$ cat src/rtl/tanimoto_pkg.sv
// Shared state encoding, Q0.16 ratio constants and default sizing for the
// Tanimoto job sequencer and the tanimoto_top datapath.
package tanimoto_pkg;

  localparam int unsigned RATIO_FRAC_BITS = 16;
  localparam logic [RATIO_FRAC_BITS-1:0] RATIO_ONE = 16'hFFFF;

  localparam int unsigned DEF_BUS_WIDTH     = 512;
  localparam int unsigned DEF_VECTOR_WIDTH  = 920;
  localparam int unsigned DEF_SUB_VECTOR_NO = 2;
  localparam int unsigned DEF_REF_VEC_NO    = 32;
  localparam int unsigned DEF_JOB_CNT_WIDTH = 16;
  localparam int unsigned DEF_DRAIN_CYCLES  = 64;

  localparam int unsigned STATE_WIDTH = 3;

  typedef enum logic [STATE_WIDTH-1:0] {
    ST_IDLE       = 3'd0,
    ST_LOAD_THR   = 3'd1,
    ST_STREAM_REF = 3'd2,
    ST_STREAM_CMP = 3'd3,
    ST_DRAIN      = 3'd4,
    ST_DONE       = 3'd5
  } job_state_e;

  // One spare bit so CmpVecCnt * SUB_VECTOR_NO can never wrap.
  function automatic int unsigned beat_cnt_width(input int unsigned job_cnt_w,
                                                 input int unsigned sub_vec_no);
    return job_cnt_w + int'($clog2(sub_vec_no)) + 1;
  endfunction

  localparam int unsigned DEF_CNT_WIDTH      = $clog2(DEF_VECTOR_WIDTH);
  localparam int unsigned DEF_BEAT_CNT_WIDTH = beat_cnt_width(DEF_JOB_CNT_WIDTH, DEF_SUB_VECTOR_NO);

endpackage

$ cat src/rtl/threshold_table_gen.sv
// Threshold BRAM fill: writes ceil(a*R/2^16) for a = 0..VECTOR_WIDTH, one per
// cycle, using a running accumulator instead of a multiplier.
module threshold_table_gen
  import tanimoto_pkg::*;
#(
  parameter int unsigned VECTOR_WIDTH = DEF_VECTOR_WIDTH,
  parameter int unsigned CNT_WIDTH    = $clog2(VECTOR_WIDTH)
) (
  input  logic                       clk,
  input  logic                       rst,
  input  logic                       start_i,
  input  logic                       run_i,
  input  logic [RATIO_FRAC_BITS-1:0] ratio_i,
  output logic [CNT_WIDTH-1:0]       addr_o,
  output logic [CNT_WIDTH:0]         din_o,
  output logic                       wr_o,
  output logic                       last_o
);

  localparam int unsigned ACC_WIDTH = CNT_WIDTH + 17;
  localparam int unsigned DIN_WIDTH = CNT_WIDTH + 1;
  localparam logic [CNT_WIDTH-1:0] LAST_ADDR = CNT_WIDTH'(VECTOR_WIDTH);

  logic [RATIO_FRAC_BITS-1:0] ratio_q;
  logic [ACC_WIDTH-1:0]       acc_q, acc_d;
  logic [CNT_WIDTH-1:0]       addr_q, addr_d;
  logic [DIN_WIDTH-1:0]       din_q, din_d;
  logic                       wr_q;
  logic                       last_q;

  // Next table entry; adding RATIO_ONE before the shift turns floor into ceil.
  always_comb begin
    acc_d  = acc_q + ACC_WIDTH'(ratio_q);
    addr_d = addr_q + CNT_WIDTH'(1);
    din_d  = DIN_WIDTH'((acc_d + ACC_WIDTH'(RATIO_ONE)) >> RATIO_FRAC_BITS);
  end

  always_ff @(posedge clk) begin
    if (rst) begin
      ratio_q <= '0;
      acc_q   <= '0;
      addr_q  <= '0;
      din_q   <= '0;
      wr_q    <= 1'b0;
      last_q  <= 1'b0;
    end else if (start_i) begin
      // Address 0 is always written with 0 in the cycle after start.
      ratio_q <= ratio_i;
      acc_q   <= '0;
      addr_q  <= '0;
      din_q   <= '0;
      wr_q    <= 1'b1;
      last_q  <= (LAST_ADDR == '0);
    end else if (run_i && wr_q) begin
      if (last_q) begin
        acc_q  <= '0;
        addr_q <= '0;
        din_q  <= '0;
        wr_q   <= 1'b0;
        last_q <= 1'b0;
      end else begin
        acc_q  <= acc_d;
        addr_q <= addr_d;
        din_q  <= din_d;
        last_q <= (addr_d == LAST_ADDR);
      end
    end
  end

  assign addr_o = addr_q;
  assign din_o  = din_q;
  assign wr_o   = wr_q;
  assign last_o = last_q;

endmodule

$ cat src/rtl/tanimoto_job_ctrl.sv
// Job sequencer in front of tanimoto_top: threshold fill, reference and
// compare stream gating with beat counting, drain wait and done pulse.
module tanimoto_job_ctrl
  import tanimoto_pkg::*;
#(
  parameter int unsigned BUS_WIDTH     = DEF_BUS_WIDTH,
  parameter int unsigned VECTOR_WIDTH  = DEF_VECTOR_WIDTH,
  parameter int unsigned SUB_VECTOR_NO = DEF_SUB_VECTOR_NO,
  parameter int unsigned REF_VEC_NO    = DEF_REF_VEC_NO,
  parameter int unsigned CNT_WIDTH     = $clog2(VECTOR_WIDTH),
  parameter int unsigned JOB_CNT_WIDTH = DEF_JOB_CNT_WIDTH,
  parameter int unsigned DRAIN_CYCLES  = DEF_DRAIN_CYCLES
) (
  input  logic                       clk,
  input  logic                       rst,
  input  logic                       i_Start,
  input  logic [RATIO_FRAC_BITS-1:0] i_Ratio,
  input  logic [JOB_CNT_WIDTH-1:0]   i_CmpVecCnt,
  input  logic                       i_Valid,
  input  logic                       i_DutRead,
  input  logic                       i_IDPair_Ready,
  output logic                       o_DutValid,
  output logic                       o_FifoRead,
  output logic [CNT_WIDTH-1:0]       o_BRAM_Addr,
  output logic [CNT_WIDTH:0]         o_BRAM_Din,
  output logic                       o_BRAM_En,
  output logic                       o_BRAM_WrEn,
  output logic                       o_Busy,
  output logic                       o_Done,
  output logic [STATE_WIDTH-1:0]     o_State
);

  localparam int unsigned BEAT_W = beat_cnt_width(JOB_CNT_WIDTH, SUB_VECTOR_NO);
  localparam int unsigned IDLE_W = $clog2(DRAIN_CYCLES + 1);
  localparam logic [BEAT_W-1:0] REF_LAST   = BEAT_W'(REF_VEC_NO * SUB_VECTOR_NO - 1);
  localparam logic [IDLE_W-1:0] IDLE_LIMIT = IDLE_W'(DRAIN_CYCLES);
  localparam int unsigned VEC_BEAT_BITS = BUS_WIDTH * SUB_VECTOR_NO;

  // Data is forwarded untouched; a vector that does not fit its beats leaves a marker scope.
  if (VEC_BEAT_BITS < VECTOR_WIDTH) begin : g_vector_exceeds_beats
  end

  job_state_e          state_q, state_d;
  logic [BEAT_W-1:0]   beat_cnt_q, beat_cnt_d;
  logic [BEAT_W-1:0]   cmp_beats_q, cmp_beats_d;
  logic [IDLE_W-1:0]   idle_cnt_q, idle_cnt_d;
  logic                busy_q, done_q;

  logic                gate_open_c, beat_c, start_c;
  logic                gen_last, gen_wr;

  assign gate_open_c = (state_q == ST_STREAM_REF) || (state_q == ST_STREAM_CMP);
  assign beat_c      = i_Valid & i_DutRead & gate_open_c;
  assign start_c     = i_Start && (state_q == ST_IDLE);

  threshold_table_gen #(
    .VECTOR_WIDTH (VECTOR_WIDTH),
    .CNT_WIDTH    (CNT_WIDTH)
  ) u_thr_gen (
    .clk     (clk),
    .rst     (rst),
    .start_i (start_c),
    .run_i   (state_q == ST_LOAD_THR),
    .ratio_i (i_Ratio),
    .addr_o  (o_BRAM_Addr),
    .din_o   (o_BRAM_Din),
    .wr_o    (gen_wr),
    .last_o  (gen_last)
  );

  // Next-state and counter logic.
  always_comb begin
    state_d     = state_q;
    beat_cnt_d  = beat_cnt_q;
    cmp_beats_d = cmp_beats_q;
    idle_cnt_d  = '0;
    unique case (state_q)
      ST_IDLE: begin
        if (i_Start) begin
          cmp_beats_d = BEAT_W'(i_CmpVecCnt) * BEAT_W'(SUB_VECTOR_NO);
          beat_cnt_d  = '0;
          state_d     = ST_LOAD_THR;
        end
      end
      ST_LOAD_THR: begin
        if (gen_last) state_d = ST_STREAM_REF;
      end
      ST_STREAM_REF: begin
        if (beat_c) begin
          if (beat_cnt_q == REF_LAST) begin
            beat_cnt_d = '0;
            state_d    = (cmp_beats_q == '0) ? ST_DRAIN : ST_STREAM_CMP;
          end else begin
            beat_cnt_d = beat_cnt_q + BEAT_W'(1);
          end
        end
      end
      ST_STREAM_CMP: begin
        if (beat_c) begin
          if (beat_cnt_q == cmp_beats_q - BEAT_W'(1)) begin
            beat_cnt_d = '0;
            state_d    = ST_DRAIN;
          end else begin
            beat_cnt_d = beat_cnt_q + BEAT_W'(1);
          end
        end
      end
      ST_DRAIN: begin
        // Any ID-pair activity restarts the idle window.
        if (!i_IDPair_Ready) begin
          idle_cnt_d = idle_cnt_q + IDLE_W'(1);
          if (idle_cnt_d == IDLE_LIMIT) state_d = ST_DONE;
        end
      end
      ST_DONE: state_d = ST_IDLE;
      default: state_d = ST_IDLE;
    endcase
  end

  always_ff @(posedge clk) begin
    if (rst) begin
      state_q     <= ST_IDLE;
      beat_cnt_q  <= '0;
      cmp_beats_q <= '0;
      idle_cnt_q  <= '0;
      busy_q      <= 1'b0;
      done_q      <= 1'b0;
    end else begin
      state_q     <= state_d;
      beat_cnt_q  <= beat_cnt_d;
      cmp_beats_q <= cmp_beats_d;
      idle_cnt_q  <= idle_cnt_d;
      busy_q      <= (state_d != ST_IDLE);
      done_q      <= (state_d == ST_DONE);
    end
  end

  assign o_DutValid  = i_Valid & gate_open_c;
  assign o_FifoRead  = i_DutRead & gate_open_c;
  assign o_BRAM_En   = gen_wr;
  assign o_BRAM_WrEn = gen_wr;
  assign o_Busy      = busy_q;
  assign o_Done      = done_q;
  assign o_State     = state_q;

endmodule

$ cat config.mk
export PLATFORM = sky130hd
export DESIGN_NAME = tanimoto_job_ctrl
export DESIGN_NICKNAME = d
export VERILOG_FILES = /design/src/rtl/tanimoto_pkg.sv /design/src/rtl/threshold_table_gen.sv /design/src/rtl/tanimoto_job_ctrl.sv
export SDC_FILE = /design/constraint.sdc
export NUM_CORES = 1
export LEC_CHECK = 0
export CAP_MARGIN = 20
export CELL_PAD_IN_SITES_DETAIL_PLACEMENT = 0
export CELL_PAD_IN_SITES_GLOBAL_PLACEMENT = 2
export CORE_UTILIZATION = 34
export DETAILED_ROUTE_END_ITERATION = 6
export GPL_TIMING_DRIVEN = 0
export PLACE_DENSITY_LB_ADDON = 0.25
export SLEW_MARGIN = 30
export SYNTH_ARGS = -nofsm -noshare
export SYNTH_HDL_FRONTEND = slang
export SYNTH_SLANG_ARGS = --single-unit
$ cat constraint.sdc
create_clock -name clk -period 3.8 [get_ports clk]
set_clock_uncertainty 0.1 [all_clocks]
set_input_delay 0.76 -clock clk [delete_from_list [all_inputs] [get_ports clk]]
set_output_delay 0.76 -clock clk [all_outputs]
set_load 0.1 [all_outputs]
==> out/results.tsv <==
metric	value	unit
path_cells	ha_1, inv_1, fa_1, nand2b_1, a211oi_4, o21ai_0, xnor2_1, nor4_1, nor4b_4, buf_4, buf_4, or4_4, o31ai_1, a22o_1	
syn_avg_cell_area	7.53	um2
synth_nets	958	
drt_iter0_drc	366	
vias	6429	
grt.total_usage	20.2	%
drive_gt1_share	4.97	%
maxSlewViolCount	0	
ys_types	67	
cellPowerDensity	329	nW/um2
rows	51	
antenna_cells	0	
grt_pass1_vias	5957	
place_ws	-0.472	ns
grt_overflow	0	
dp_cells	1230	
ant_nets	0	
design_area	8120	um2
wl	20000	um
grt_max_degree	19	
finalHoldViolCount	0	
slew-limit-headroom	32.5	%
setup.worst_path.end_class	register	
drcViolationCount	0	
tritoncts	built	
placed_cell_area	7760	um2
synth_seq_cells	112	
setup_slack	0.0468	ns
clk_pin_slew_worst_paths	0.08	ns
ctsHoldBuffers	0	
syn_to_final_growth	20.2	%
maxCapViolCount	0	
setup_viol	0	
whs	0.353	ns
worst_pin_slew	1.01	ns
synth.most_common_cell	nand2_1	
cpMaxStageDelayCell	or4_4	
leakagePower	2.88	nW
die_area	20400	um2
die_height	143	um
dp_hpwl	15300	um
period_minus_slack	3.75	ns
gp_congestion	0.822	
fill_cells	2077	
cp_slowest_stage_delay	0.53	ns
synth_edf_count	0	
peakVddDrop	0.210	mV
synth_top_area_share	33.2	%
crit_top_cell	buf_4	
path_depth	14	
r2r-start	u_thr_gen.ratio_q[0]$_SDFFE_PP0P_	
clockRootBuffer	clkbuf_16	
fin_nets	1041	
numPortBuffers	67	
synthArstFlopShare	0	%
status	completed	
clk_latency	0.37	ns
min_period_over_period	98.8	%
yosys_warnings	0	
required	4.02	ns
syn_area	6760	um2
start_kind	register	
synthTopCellsByArea	dfxtp_1, nand2_1, a21oi_1, nor2_1, xor2_1	
clockBufferDepth	2	
die_w	143	um
io-pin-count	68	
first_pass_iters	5	
clock.fmax	0.266	GHz
layoutNonFillerInstCount	1250	
numCtsBuffers	9	
r2r_end	u_thr_gen.din_o[7]$_SDFFE_PP0P_	
cp_data_arrival_time	3.97	ns
grt_pass1_wl	31700	um
yosysTopAreaCell	dfxtp_1	
critical_path.max_fanout	5	
initial_core_util	34.7	%
ff2ff_path_depth	14	
cp_num_buf_inv	3	
yosys-top-cells-count	nand2_1, nor2_1, dfxtp_1	
startpoint	u_thr_gen.ratio_q[0]$_SDFFE_PP0P_	
crit_family	simple AND/OR/NAND/NOR gates	
htree_levels	3	
min_path_type	reg2reg	
clkSinkCount	112	
core	19500	um2
r2r_setup_slack	0.05	ns
crit_type	reg2reg	
wl_per_cell	16.0	um
ys.flop_type	dfxtp_1	
seq_area_frac_synth	33.2	%
fin_total_pwr	2.68	mW
crit_path_end	u_thr_gen.din_o[7]$_SDFFE_PP0P_	
rsz0062_at_grt	true	
synthCells	898	
avgViaCountPerCell	5.14	
antenna_found_initial	0	
## placed cells by master (no fill, tap or decap), types with 8 or more instances in the layout
cell type / netlist / routed
a22oi_1: 11 / 11
dfxtp_1: 112 / 111
clkbuf_1: 35 / 34
a31oi_1: 10 / 9
nand3_1: 28 / 28
nor3_1: 27 / 27
xor2_1: 34 / 34
and2_1: 8 / 8
nand2_1: 141 / 141
a211oi_1: 12 / 10
nand2b_1: 8 / 8
nor3b_1: 8 / 8
o21ai_0: 24 / 22
a21oi_1: 89 / 88
and3_1: 15 / 15
o211ai_1: 9 / 9
xnor2_1: 31 / 30
nand4_1: 15 / 15
clkdlybuf4s50_1: 0 / 67
nor2_1: 114 / 114
nor4_1: 9 / 9
inv_1: 11 / 11
clkbuf_16: 0 / 9
or3_1: 12 / 12
ha_1: 21 / 21
buf_1: 11 / 11
## worst min-delay path by stage
stage | end | startpoint | depth (start not counted) | slack (ns)
3_5_place_dp | idle_cnt_q[0]$_SDFF_PP0_ | idle_cnt_q[0]$_SDFF_PP0_ | 1 | 0.34
2_1_floorplan | idle_cnt_q[0]$_SDFF_PP0_ | idle_cnt_q[0]$_SDFF_PP0_ | 1 | 0.32
4_1_cts | idle_cnt_q[0]$_SDFF_PP0_ | idle_cnt_q[0]$_SDFF_PP0_ | 1 | 0.36
6_report | idle_cnt_q[0]$_SDFF_PP0_ | idle_cnt_q[0]$_SDFF_PP0_ | 1 | 0.35
3_3_place_gp | idle_cnt_q[0]$_SDFF_PP0_ | idle_cnt_q[0]$_SDFF_PP0_ | 1 | 0.33
5_1_grt | u_thr_gen.acc_q[15]$_SDFFE_PP0P_ | u_thr_gen.acc_q[15]$_SDFFE_PP0P_ | 2 | 0.39
## sequential cells by signal (all words and copies together) (netlist names)
signal	cells
beat_cnt_q	18
u_thr_gen.din_o	11
u_thr_gen.wr_o	1
u_thr_gen.ratio_q	16
idle_cnt_q	7
o_Done	1
o_State	3
o_Busy	1
u_thr_gen.acc_q	27
cmp_beats_q	16
u_thr_gen.last_o	1
u_thr_gen.addr_o	10
## metal layers
layer  global-route usage [%]  part of all wire, %  vias up
met3                     2.25                  2.4       17
met2                     32.5                   45       84
met4                     6.34                  1.5        0
met1                     28.0                   51     2977
met5                        0                    0        -
li1                         -                    -     3351
## power breakdown
group	switching [mW]	internal (mW)
Sequential	0.0318	1.20
Clock	0.486	0.468
Combinational	0.305	0.182
## cell families after synthesis
family / after synthesis / share of synthesized area [%]
fa+ha+maj: 22 / 4.18
mux: 7 / 1.04
simple gates: 420 / 29.8
compound gates: 209 / 19.5
buf+inv: 63 / 3.93
flops: 112 / 33.2
xor+xnor: 65 / 8.42
## final cells by class
class	count	area (um2)	area share [%]
multi-input cells	723	4290	52.9
flip-flops and latches	112	2240	27.6
repair buffers	72	708	8.72
well taps	265	332	4.08
clock buffers	10	239	2.94
plain buffers	52	225	2.77
clock inverters	5	41.3	0.508
inverters	11	41.3	0.508
## stage by stage
step / utilization [%] / setup TNS [ns]
final: 41.7 / 0
after detailed placement: 39.9 / -3.09
after global placement: 39.9 / -3.66
after floorplan: - / 0
after CTS: 41.5 / 0
after global routing: 41.7 / -0.0713
## timing repair
action,4_1_cts,5_1_grt
gates resized for setup,7,7
endpoints found under the hold margin,0,0
pin swaps,4,4
endpoints found under the setup margin,12,5
setup buffers,3,2
(Power assumes the default switching activity.)
